$ cat config.mk
export PLATFORM = sky130hd
export DESIGN_NAME = dmem_arbiter
export DESIGN_NICKNAME = d
export VERILOG_FILES = /design/src/rtl/dmem_arbiter.sv
export SDC_FILE = /design/constraint.sdc
export NUM_CORES = 1
export LEC_CHECK = 0
export BUFFER_PORTS_ARGS = -buffer_cell sky130_fd_sc_hd__buf_2
export CAP_MARGIN = 30
export CORE_MARGIN = 5
export CORE_UTILIZATION = 35
export DETAILED_ROUTE_END_ITERATION = 7
export GPL_TIMING_DRIVEN = 1
export PLACE_DENSITY = 0.76
export RECOVER_POWER = 100
export SLEW_MARGIN = 10
export SYNTH_ARGS = -nofsm -noshare
export SYNTH_HDL_FRONTEND = slang
export SYNTH_SLANG_ARGS = --single-unit
$ cat constraint.sdc
create_clock -name clk -period 2.9 [get_ports clk]
set_input_delay 0.145 -clock clk [delete_from_list [all_inputs] [get_ports clk]]
set_output_delay 0.145 -clock clk [all_outputs]
set_load 0.05 [all_outputs]
$ cat src/rtl/dmem_arbiter.sv
// Data memory arbiter: shares one synchronous single-port SRAM between the
// CPU load/store port and a debug/DMA port. Each access runs through a fixed
// IDLE -> ISSUE -> RESP sequence. The CPU is stalled until its access
// completes, and debug reads return data with a registered completion pulse.
//
// state | meaning
// ------+--------------------------------------------------------------
// IDLE  | arbitrate, latch winner's request and owner
// ISSUE | drive the latched request onto the memory port (mem_en=1)
// RESP  | memory data valid; complete the CPU access or capture debug data
module dmem_arbiter #(
    parameter int AW           = 32,
    parameter int DW           = 32,
    parameter int DBG_MAX_WAIT = 4
) (
    input  logic          clk,
    input  logic          reset,
    input  logic          cpu_req,
    input  logic          cpu_we,
    input  logic [AW-1:0] cpu_addr,
    input  logic [DW-1:0] cpu_wdata,
    output logic          cpu_stall,
    output logic [DW-1:0] cpu_rdata,
    input  logic          dbg_valid,
    input  logic          dbg_we,
    input  logic [AW-1:0] dbg_addr,
    input  logic [DW-1:0] dbg_wdata,
    output logic          dbg_ready,
    output logic          dbg_rvalid,
    output logic [DW-1:0] dbg_rdata,
    output logic          mem_en,
    output logic          mem_we,
    output logic [AW-1:0] mem_addr,
    output logic [DW-1:0] mem_wdata,
    input  logic [DW-1:0] mem_rdata
);

    localparam int            WW       = $clog2(DBG_MAX_WAIT + 1);
    localparam logic [WW-1:0] WAIT_MAX = WW'(DBG_MAX_WAIT);

    localparam logic [1:0] S_IDLE  = 2'd0;
    localparam logic [1:0] S_ISSUE = 2'd1;
    localparam logic [1:0] S_RESP  = 2'd2;

    localparam logic OWN_CPU = 1'b0;
    localparam logic OWN_DBG = 1'b1;

    logic [1:0]    r_state;
    logic          r_owner;
    logic          r_we;
    logic [AW-1:0] r_addr;
    logic [DW-1:0] r_wdata;
    logic [WW-1:0] r_wait_cnt;
    logic          r_dbg_rvalid;
    logic [DW-1:0] r_dbg_rdata;

    logic w_idle;
    logic w_issue;
    logic w_resp_cpu;
    logic w_resp_dbg;
    logic w_dbg_win;
    logic w_grant;
    logic w_dbg_ready;

    // Arbitration: CPU wins ties until a waiting debug request has been
    // outranked long enough; ready is suppressed while reset is asserted.
    always_comb begin
        w_idle      = (r_state == S_IDLE);
        w_issue     = (r_state == S_ISSUE);
        w_resp_cpu  = (r_state == S_RESP) && (r_owner == OWN_CPU);
        w_resp_dbg  = (r_state == S_RESP) && (r_owner == OWN_DBG);
        w_dbg_win   = dbg_valid && (!cpu_req || (r_wait_cnt >= WAIT_MAX));
        w_grant     = w_idle && (cpu_req || dbg_valid);
        w_dbg_ready = reset && w_idle && w_dbg_win;
    end

    // Access sequencer: one grant, one memory cycle, one response cycle.
    always_ff @(posedge clk or negedge reset) begin
        if (!reset) begin
            r_state <= S_IDLE;
        end else begin
            case (r_state)
                S_IDLE:  r_state <= w_grant ? S_ISSUE : S_IDLE;
                S_ISSUE: r_state <= S_RESP;
                S_RESP:  r_state <= S_IDLE;
                default: r_state <= S_IDLE;
            endcase
        end
    end

    // Latch the winning request so later requester changes cannot disturb it.
    always_ff @(posedge clk or negedge reset) begin
        if (!reset) begin
            r_owner <= OWN_CPU;
            r_we    <= 1'b0;
            r_addr  <= '0;
            r_wdata <= '0;
        end else if (w_grant) begin
            r_owner <= w_dbg_win ? OWN_DBG : OWN_CPU;
            r_we    <= w_dbg_win ? dbg_we    : cpu_we;
            r_addr  <= w_dbg_win ? dbg_addr  : cpu_addr;
            r_wdata <= w_dbg_win ? dbg_wdata : cpu_wdata;
        end
    end

    // Starvation counter for a debug request that keeps losing to the CPU.
    always_ff @(posedge clk or negedge reset) begin
        if (!reset) begin
            r_wait_cnt <= '0;
        end else if (!dbg_valid || w_dbg_ready) begin
            r_wait_cnt <= '0;
        end else if (r_wait_cnt != WAIT_MAX) begin
            r_wait_cnt <= r_wait_cnt + WW'(1);
        end
    end

    // Debug completion: pulse one cycle after RESP, hold read data until the next.
    always_ff @(posedge clk or negedge reset) begin
        if (!reset) begin
            r_dbg_rvalid <= 1'b0;
            r_dbg_rdata  <= '0;
        end else begin
            r_dbg_rvalid <= w_resp_dbg;
            if (w_resp_dbg && !r_we) begin
                r_dbg_rdata <= mem_rdata;
            end
        end
    end

    // Output decode; memory port is quiet outside ISSUE so reset drops mem_en at once.
    always_comb begin
        mem_en     = w_issue;
        mem_we     = w_issue && r_we;
        mem_addr   = w_issue ? r_addr  : '0;
        mem_wdata  = w_issue ? r_wdata : '0;
        cpu_stall  = cpu_req && !w_resp_cpu;
        cpu_rdata  = (w_resp_cpu && !r_we) ? mem_rdata : '0;
        dbg_ready  = w_dbg_ready;
        dbg_rvalid = r_dbg_rvalid;
        dbg_rdata  = r_dbg_rdata;
    end

endmodule

### Yosys cells after proc, flatten, opt, wreduce, memory -nomap -nowiden

Index checks and enable logic that the tools add are counted.

| word-level totals | value |
|---|---|
| register bits after elaboration | 104 |
| output and inout port bits | 133 |

| operators by class | value |
|---|---|
| order comparisons | 1 |
| equality and inequality tests | 3 |
| reduce and logical (&&, ||, !) cells | 19 |
| multiplexer cells | 11 |
| bitwise logic cells | 1 |
| $add $sub $neg | 1 |

Operators with widths:

| kind | number |
|---|---|
| 32-bit 2-to-1 mux | 5 |
| 1-bit logical AND | 10 |
| 3-bit 2-to-1 mux | 2 |
| 1-bit zero test | 4 |
| 2-bit case mux with 2 select lines | 1 |
| 3-bit by 1-bit adder with 3-bit output (second input constant) | 1 |
| 3-bit >= comparator (second input constant) | 1 |
| 1-bit logical OR | 3 |
| 1-bit 2-to-1 mux | 3 |
| 3-bit != test (second input constant) | 1 |
| 2-bit by 1-bit == test with 1-bit output (second input constant) | 1 |
| 2-bit == test (second input constant) | 1 |
| 2-bit zero test | 1 |
| 2-bit nonzero test | 1 |
| 1-bit NOT | 1 |

### Logic depth before layout (Yosys ltp)

Gate-level depths: netlist (run 1).

| logic depth | value |
|---|---|
| word-level depth | 6 |
| depth in mapped cells | 6 |
| mapped depth without buffers | 5 |

### Worst setup path after synthesis (run 1)

No wires, ideal clock.

| timing | value |
|---|---|
| path type | reg2out |
| start point | reg r_state[0] |
| end point | out dbg_ready |
| stages on the path, launching flop included | 3 |
| slack | 0.823 ns |
| data arrival time | 1.932 ns |
| buffers on the path | 0 |
| data required time | 2.755 ns |
| cell sequence | dfrtp_1 -> or3b_2 -> nor3_1 |

| between the ends | value |
|---|---|
| cells in the longest elaborated chain, start to end | 3 |

RTL lines:

| what | line | RTL |
|---|---|---|
| from (decl) | 48 | `logic [1:0] r_state;` |
| from (signal assigned) | 83 | `S_IDLE: r_state <= w_grant ? S_ISSUE : S_IDLE;` |
| 2-bit zero test | 68 | `w_idle = (r_state == S_IDLE);` |
| 1-bit logical AND (2 in a row) | 74 | `w_dbg_ready = reset && w_idle && w_dbg_win;` |
| to (decl) | 28 | `output logic dbg_ready,` |

Every way passes these cells.

### Worst setup path after layout (run 1)

| timing | value |
|---|---|
| start point | reg r_state[1] |
| end point | out mem_addr[12] |

| between the ends | value |
|---|---|
| cells in the longest elaborated chain, start to end | 2 |

RTL lines:

| what | line | RTL |
|---|---|---|
| 2-bit by 1-bit == test with 1-bit output | 69 | `w_issue = (r_state == S_ISSUE);` |
| 32-bit 2-to-1 mux | 134 | `mem_addr = w_issue ? r_addr : '0;` |
| to (decl) | 33 | `output logic [AW-1:0] mem_addr,` |

Every way passes these cells.

==> summary.txt, run 1 <==
Placement
  – IO Port Bufs: 298
  – Hpwl dp: about 13000 um
  – Routability cong.: about 0.81
  – Inst Count DP: roughly 1100
  – Worst slack at placement: approximately 0.95 ns

Detailed routing
  – Wire per inst: 17.81 um
  – Via Count: between 5000 and 6000
  – # DRC: 0
  – Met3 WL: ~1800 um
  – Met2 WL post-DR: 9571 um
  – Vias per cell: approximately 5.2
  – Antenna-violating nets left: 0
  – M1 WL: 7306 um
  – 1st-iter DRT viols: approximately 270
  – Top Metal Used: met5
  – Final WL: 19040 um
  – DRT Pass-1 Iters: 4

Hold path
  – Class of the worst hold path: input port to flip-flop

Critical path
  – Data required, critical path: 2.76 ns
  – Crit Path Category: flip-flop to primary output
  – Crit. End Element: primary output
  – Critical-path maximum fanout: 37
  – Startpoint types: flip-flop
  – Worst R2R Setup Slack: 0.48 ns
  – Worst path arrival time: 2.34 ns

Timing
  – Fin. max-slew vios: slightly above 60
  – Clock Skew: 0.009383 ns
  – Final setup TNS: 0 ns
  – Max Fclk: 402.7 MHz
  – Worst Tran Pin Value: 1.521 ns
  – Final hold vios: 0
  – Fin crit share: 85.62%
  – Worst hold margin: 0.02664 ns
  – Final WS setup: 0.4170 ns
  – Unrepaired setup endpoints after global routing: no
  – Setup violators final: 0
  – Crit path time final: 2.483 ns
  – Slew headroom: -1.377%

Status
  – Status: finished, violations left
  – Violated checks: max-capacitance violations, max-slew violations

GRT
  – Largest net degree at the start of global routing: 62
  – First-pass GRT wire length: ~28000 um
  – GRT overflow: 0
  – Total Routing Usage GR: roughly a fifth
  – Initial antenna violation count: 2
  – Vias in the first global route: 5565

Clock tree
  – Setup Buffers After CTS: 0
  – H-tree levels: 3
  – Clock Pin Slew Worst Setup and Hold Paths: 0.08 ns
  – Clock Latency Late Sink: 0.35 ns
  – Clock Path Buffers: 2
  – Clk sink count: 104
  – CTS tree: built
  – # hold bufs at CTS: 0
  – Root buf cell: clkbuf_16
  – Post-CTS Resized: 0
  – Total CTS buffers: 9

Layout
  – Post-layout instance count excluding filler cells: about 1100
  – Area growth syn-to-layout: 28.30%
  – Share of layout cells above drive strength 1: between 20% and 30%
  – Nets: 1017
  – Ant diodes: 0
  – Final-layout fill cell count: 1623

Floorplanning
  – Num rows: 46
  – I/O pins: 299
  – Chip height: around 140 um
  – Core Footprint: 15830 um^2
  – Initial Util: 35.64%
  – Die W: 137.0 um
  – Die area: 18760 um^2

Synth
  – Post-synthesis cell type count: 31
  – Post-Syn Instances: 590
  – Average cell area after synthesis: 9.562 um^2
  – Syn Nets: 758
  – Top post-synthesis cells by area: dfrtp_1, mux2_4, a31oi_1
  – Yosys top cell area share: 46.13%
  – Synth warn: 0
  – Syn Std Cell Area: roughly 5600 um^2
  – Yosys top cell by area: dfrtp_1
  – Seq cells post-synth: 104
  – Share of the yosys chip area belonging to registers: 46.13%

Power
  – Cell-internal power: 4013 uW
  – Flop pwr share: between 20 and 30%
  – P_leak: 0.003121 uW
  – Switching pwr: slightly below 5000 uW
  – Switch share: 54.48%
  – Cell area power density: 1218 nW/um^2
  – Peak supply drop: around 490 uV
  – Combinational share of power: a little under three fifths
  – Total power: 8817 uW
  – Clock power share: 14.3%

Job
  – Max-capacitance violation count: 1
final timing paths:
path,cells after the start,to,startpoint
worst max-delay path,4,mem_addr[12],r_state[1]
worst min-delay path,2,dbg_rdata[15],mem_rdata[15]
worst max register to register,4,r_wdata[22],r_wait_cnt[2]
worst min register to register,1,dbg_rdata[19],dbg_rdata[19]
max in group asynchronous,3,r_wdata[26],reset
min in group asynchronous,2,dbg_rdata[10],reset
power by group through the flow:
stage | Clock (uW) | Sequential (uW) | Combinational, uW
final | 1260 | 2570 | 4990
after global routing | 1340 | 2640 | 5330
after CTS | 1290 | 2570 | 5420
after detailed placement | 0 | 2590 | 5400
after global placement | 0 | 2550 | 5350
after floorplan | 0 | 3270 | 3380
cells by family after synthesis:
logic type / share of synthesized area [%]
AOI/OAI and AO/OA: 19.32
and+or+nand+nor: 19.41
DFF: 46.13
buffers and inverters: 6.165
muxes: 8.383
adders and majority gates: 0.4435
xor gates and xnor gates: 0.1553
synthesized netlist by cell type, drive strengths merged:
cell type	number
nor3	2
nor4	1
and2	97
nand2	3
buf	23
and2b	2
nor2	6
xnor2	1
and3b	1
o31a	1
or2	2
nor2b	1
inv	4
mux2	32
clkbuf	41
dfrtp	104
or3b	1
a31oi	65
ha	2
o21ai	67
o31ai	1
nand2b	1
a21oi	66
nand3	66
metrics by stage:
step                      utilization, %  instance area, um^2
after CTS                          47.66                 7543
after global routing               45.73                 7238
final                              45.73                 7238
after global placement             45.74                 7239
after floorplan                        -                 5642
after detailed placement           45.74                 7239
flip-flops by register name, summed over array words and instances (netlist names):
name / count
r_wdata: 32
r_addr: 32
r_owner: 1
r_state: 2
r_wait_cnt: 3
dbg_rdata: 32
r_we: 1
dbg_rvalid: 1
per-layer routing:
| layer | GRT usage (%) | vias up |
|---|---|---|
| met5 | 0 | - |
| met4 | 7.040 | 4 |
| met3 | 4.926 | 35 |
| met2 | 33.54 | 274 |
| met1 | 22.53 | 2682 |
| li1 | - | 2615 |
cells in the final DEF, fill, tap and decap left out, types with 3 or more instances in the layout:
cell and instances:
clkbuf_16 9, a31oi_1 65, and2_2 32, buf_12 3, clkbuf_2 4, nand2_1 3, buf_4 6, and2_1 65
buf_2 165, mux2_1 29, o21ai_0 67, clkbuf_1 134, nand3_1 66, dfrtp_1 104, inv_1 3, a21oi_1 66
nor2_1 5
worst max-delay path, stage by stage, from the launching register on:
cell and delay (ns):
dfrtp_1 0.45, and2b_2 0.66, buf_12 0.24, and2_1 0.16
clkbuf_1 0.48
cell type report:
class                      count  area (um^2)  share of cell area (%)
sequential                   104         2603                   35.96
multi-input combinational    418         2592                   35.82
timing repair buffer         312         1454                   20.09
tap                          216        270.3                   3.734
clock buffer                  10        239.0                   3.302
clock inverter                 5        65.06                  0.8989
inverter                       4        15.01                  0.2074
Power figures use the tool's default switching activity.
==> run 2, diff against run 1 <==
--- a/config.mk
+++ b/config.mk
@@ -11,7 +11,7 @@
 export CORE_UTILIZATION = 35
 export DETAILED_ROUTE_END_ITERATION = 7
 export GPL_TIMING_DRIVEN = 1
-export PLACE_DENSITY = 0.76
+export PLACE_DENSITY = 0.71
 export RECOVER_POWER = 100
 export SLEW_MARGIN = 10
 export SYNTH_ARGS = -nofsm -noshare
==> constraint.sdc (replaced) <==
create_clock -name clk -period 2.9 [get_ports clk]
set_input_delay 0.145 -clock clk [delete_from_list [all_inputs] [get_ports clk]]
set_output_delay 0.145 -clock clk [all_outputs]
set_load 0.02 [all_outputs]
==> summary.txt, run 2 (synthesized netlist as in run 1, its figures left out) <==
GRT
  – Routing usage on met1: 23.57% (+1.0 points)
  – Global Route met3 Usage: 4.816% (-0.11 points)
  – Initial antenna violation count: 0 (-2)
  – First-pass GRT wire length: 28490 um (+0.37%)
  – Largest net degree at the start of global routing: 67 (+8.1%)
  – Gr busiest metal: met2
  – Total Routing Usage GR: 18.97% (-0.18 points)
  – Vias in the first global route: 5566 (+0.018%)
  – GRT overflow: 0 (unchanged)
  – Met2 GRT Util: 32.02% (-1.5 points)

Placement
  – Inst Count DP: 1056 (+0.19%)
  – Routability cong.: 0.7822 (-3.3%)
  – IO Port Bufs: 298 (unchanged)
  – Hpwl dp: 13240 um (-1.4%)

Power
  – Flop pwr share: 35.0% (+5.8 points)
  – Cell area power density: 999.6 nW/um^2 (-18%)
  – Clock power share: 17.5% (+3.2 points)
  – Cell-internal power: 4031 uW (+0.46%)
  – P_leak: 0.003222 uW (+3.3%)
  – Switching pwr: 3270 uW (-32%)
  – Peak supply drop: 392.8 uV (-19%)
  – Combinational share of power: 47.5% (-9.0 points)
  – Switch share: 44.78% (-9.7 points)

Timing
  – Clock Skew: 0.01268 ns (+0.003300 ns)
  – Slew headroom: 8.730% (+10 points)
  – Crit path time final: 2.363 ns (-0.1198 ns)
  – Final hold vios: 0 (unchanged)
  – Final setup TNS: 0 ns (unchanged)
  – Unrepaired setup endpoints after global routing: no
  – Setup violators final: 0 (unchanged)
  – Fin. max-slew vios: 0 (-100%)
  – Max Fclk: 423.2 MHz (+5.1%)
  – Fin crit share: 81.49% (-4.1 points)
  – Worst Tran Pin Value: 1.369 ns (-0.1516 ns)

Clock tree
  – Post-CTS Resized: 0 (unchanged)
  – H-tree levels: 3 (unchanged)
  – Clock Path Buffers: 2 (unchanged)
  – Clock Pin Slew Worst Setup and Hold Paths: 0.08 ns (about the same)
  – Clock Latency Late Sink: 0.35 ns (about the same)
  – Root buf cell: clkbuf_16
  – Total CTS buffers: 9 (unchanged)
  – Clk sink count: 104 (unchanged)
  – CTS tree: built

Status
  – Status: completed

Floorplanning
  – Core Footprint: 15830 um^2 (unchanged)
  – Chip height: 137.0 um (unchanged)
  – Initial Util: 35.64% (unchanged)
  – I/O pins: 299 (unchanged)
  – Num rows: 46 (unchanged)
  – Die W: 137.0 um (unchanged)
  – Die area: 18760 um^2 (unchanged)

Critical path
  – Worst path arrival time: 2.22 ns (-0.12 ns)
  – Crit Path Category: flip-flop to primary output
  – Startpoint types: flip-flop
  – Data required, critical path: 2.76 ns (about the same)
  – Critical-path maximum fanout: 38 (+2.7%)
  – Crit. End Element: primary output

Detailed routing
  – DRT Pass-1 Iters: 4 (unchanged)
  – Antenna-violating nets left: 0 (unchanged)
  – Final WL: 18660 um (-2.0%)
  – Vias per cell: 5.153 (-1.8%)
  – Via Count: 5534 (-1.4%)
  – 1st-iter DRT viols: 261 (-1.5%)
  – Wire per inst: 17.38 um (-2.5%)
  – # DRC: 0 (unchanged)

Layout
  – Nets: 1020 (+0.29%)
  – Layout Utilization: 46.15% (+0.42 points)
  – Area growth syn-to-layout: 29.47%
  – Post-layout instance count excluding filler cells: 1074 (+0.47%)
  – Share of layout cells above drive strength 1: 31.27% (+3.4 points)
  – Most common cell after layout, fill and taps aside: buf_2
  – Final-layout fill cell count: 1637 (+0.86%)
  – Commonest cells after routing, fill and taps aside: buf_2, clkbuf_1, dfrtp_1

Job
  – Max-capacitance violation count: 0 (-1)

Hold path
  – Class of the worst hold path: input port to flip-flop
## run 2: power groups by stage
stage / sequential (uW) / combinational [uW] / clock [uW]
after global routing: 2640 / 3790 / 1380
final: 2550 / 3470 / 1280
after floorplan: 2750 / 2350 / 0
after global placement: 2560 / 3770 / 0
after CTS: 2550 / 3840 / 1320
after detailed placement: 2560 / 3840 / 0
## run 2: per-stage QoR
step / hold slack (ns) / setup slack [ns] / area [um^2] / power [uW]
2_1_floorplan: -0.1506 / 1.414 / 5642 / 5103
3_3_place_gp: 0.3340 / 1.074 / 7242 / 6323
3_5_place_dp: 0.3316 / 1.009 / 7242 / 6402
4_1_cts: 0.02033 / 0.8124 / 7566 / 7718
5_1_grt: 0.01799 / 0.3962 / 7302 / 7809
6_report: 0.02861 / 0.5369 / 7305 / 7301
## run 2: worst max-delay path, cell delays in order (launching register included)
cell	delay (ns)
dfrtp_1	0.43
and2b_1	0.91
buf_12	0.27
nor3_1	0.07
clkbuf_1	0.19
## run 2: final timing paths
kind | start | to | slack [ns] | depth (start not counted)
worst max-delay path | r_wait_cnt[2] | dbg_ready | 0.54 | 4
worst min-delay path | mem_rdata[28] | dbg_rdata[28] | 0.03 | 2
worst max register to register | r_wait_cnt[2] | r_wait_cnt[2] | 0.86 | 3
worst min register to register | dbg_rdata[1] | dbg_rdata[1] | 0.49 | 1
max in group asynchronous | reset | dbg_rdata[8] | 1.20 | 3
min in group asynchronous | reset | dbg_rvalid | 0.85 | 3
## run 2: layer usage
metal | share of wire, % | routed length, um | vias up
met5 | 0 | 0 | -
met4 | 1.9 | 356 | 0
met3 | 9.6 | 1790 | 27
met2 | 48 | 8995 | 285
met1 | 40 | 7522 | 2598
li1 | - | - | 2624
## run 2: layout make-up
cell class | instances | area, um^2 | share of cell area, %
Clock buffer | 9 | 225.2 | 3.083
Tap cell | 216 | 270.3 | 3.700
Inverter | 4 | 15.01 | 0.2055
Timing Repair Buffer | 315 | 1503 | 20.57
Multi-Input combinational cell | 418 | 2597 | 35.56
Clock inverter | 7 | 88.84 | 1.216
Sequential cell | 104 | 2603 | 35.63
Antenna cell | 1 | 2.502 | 0.03426
## run 2: timing repair
action,4_1_cts,5_1_grt
buffers inserted,0,0
endpoints found under the hold margin,104,0
hold buffers,1,0
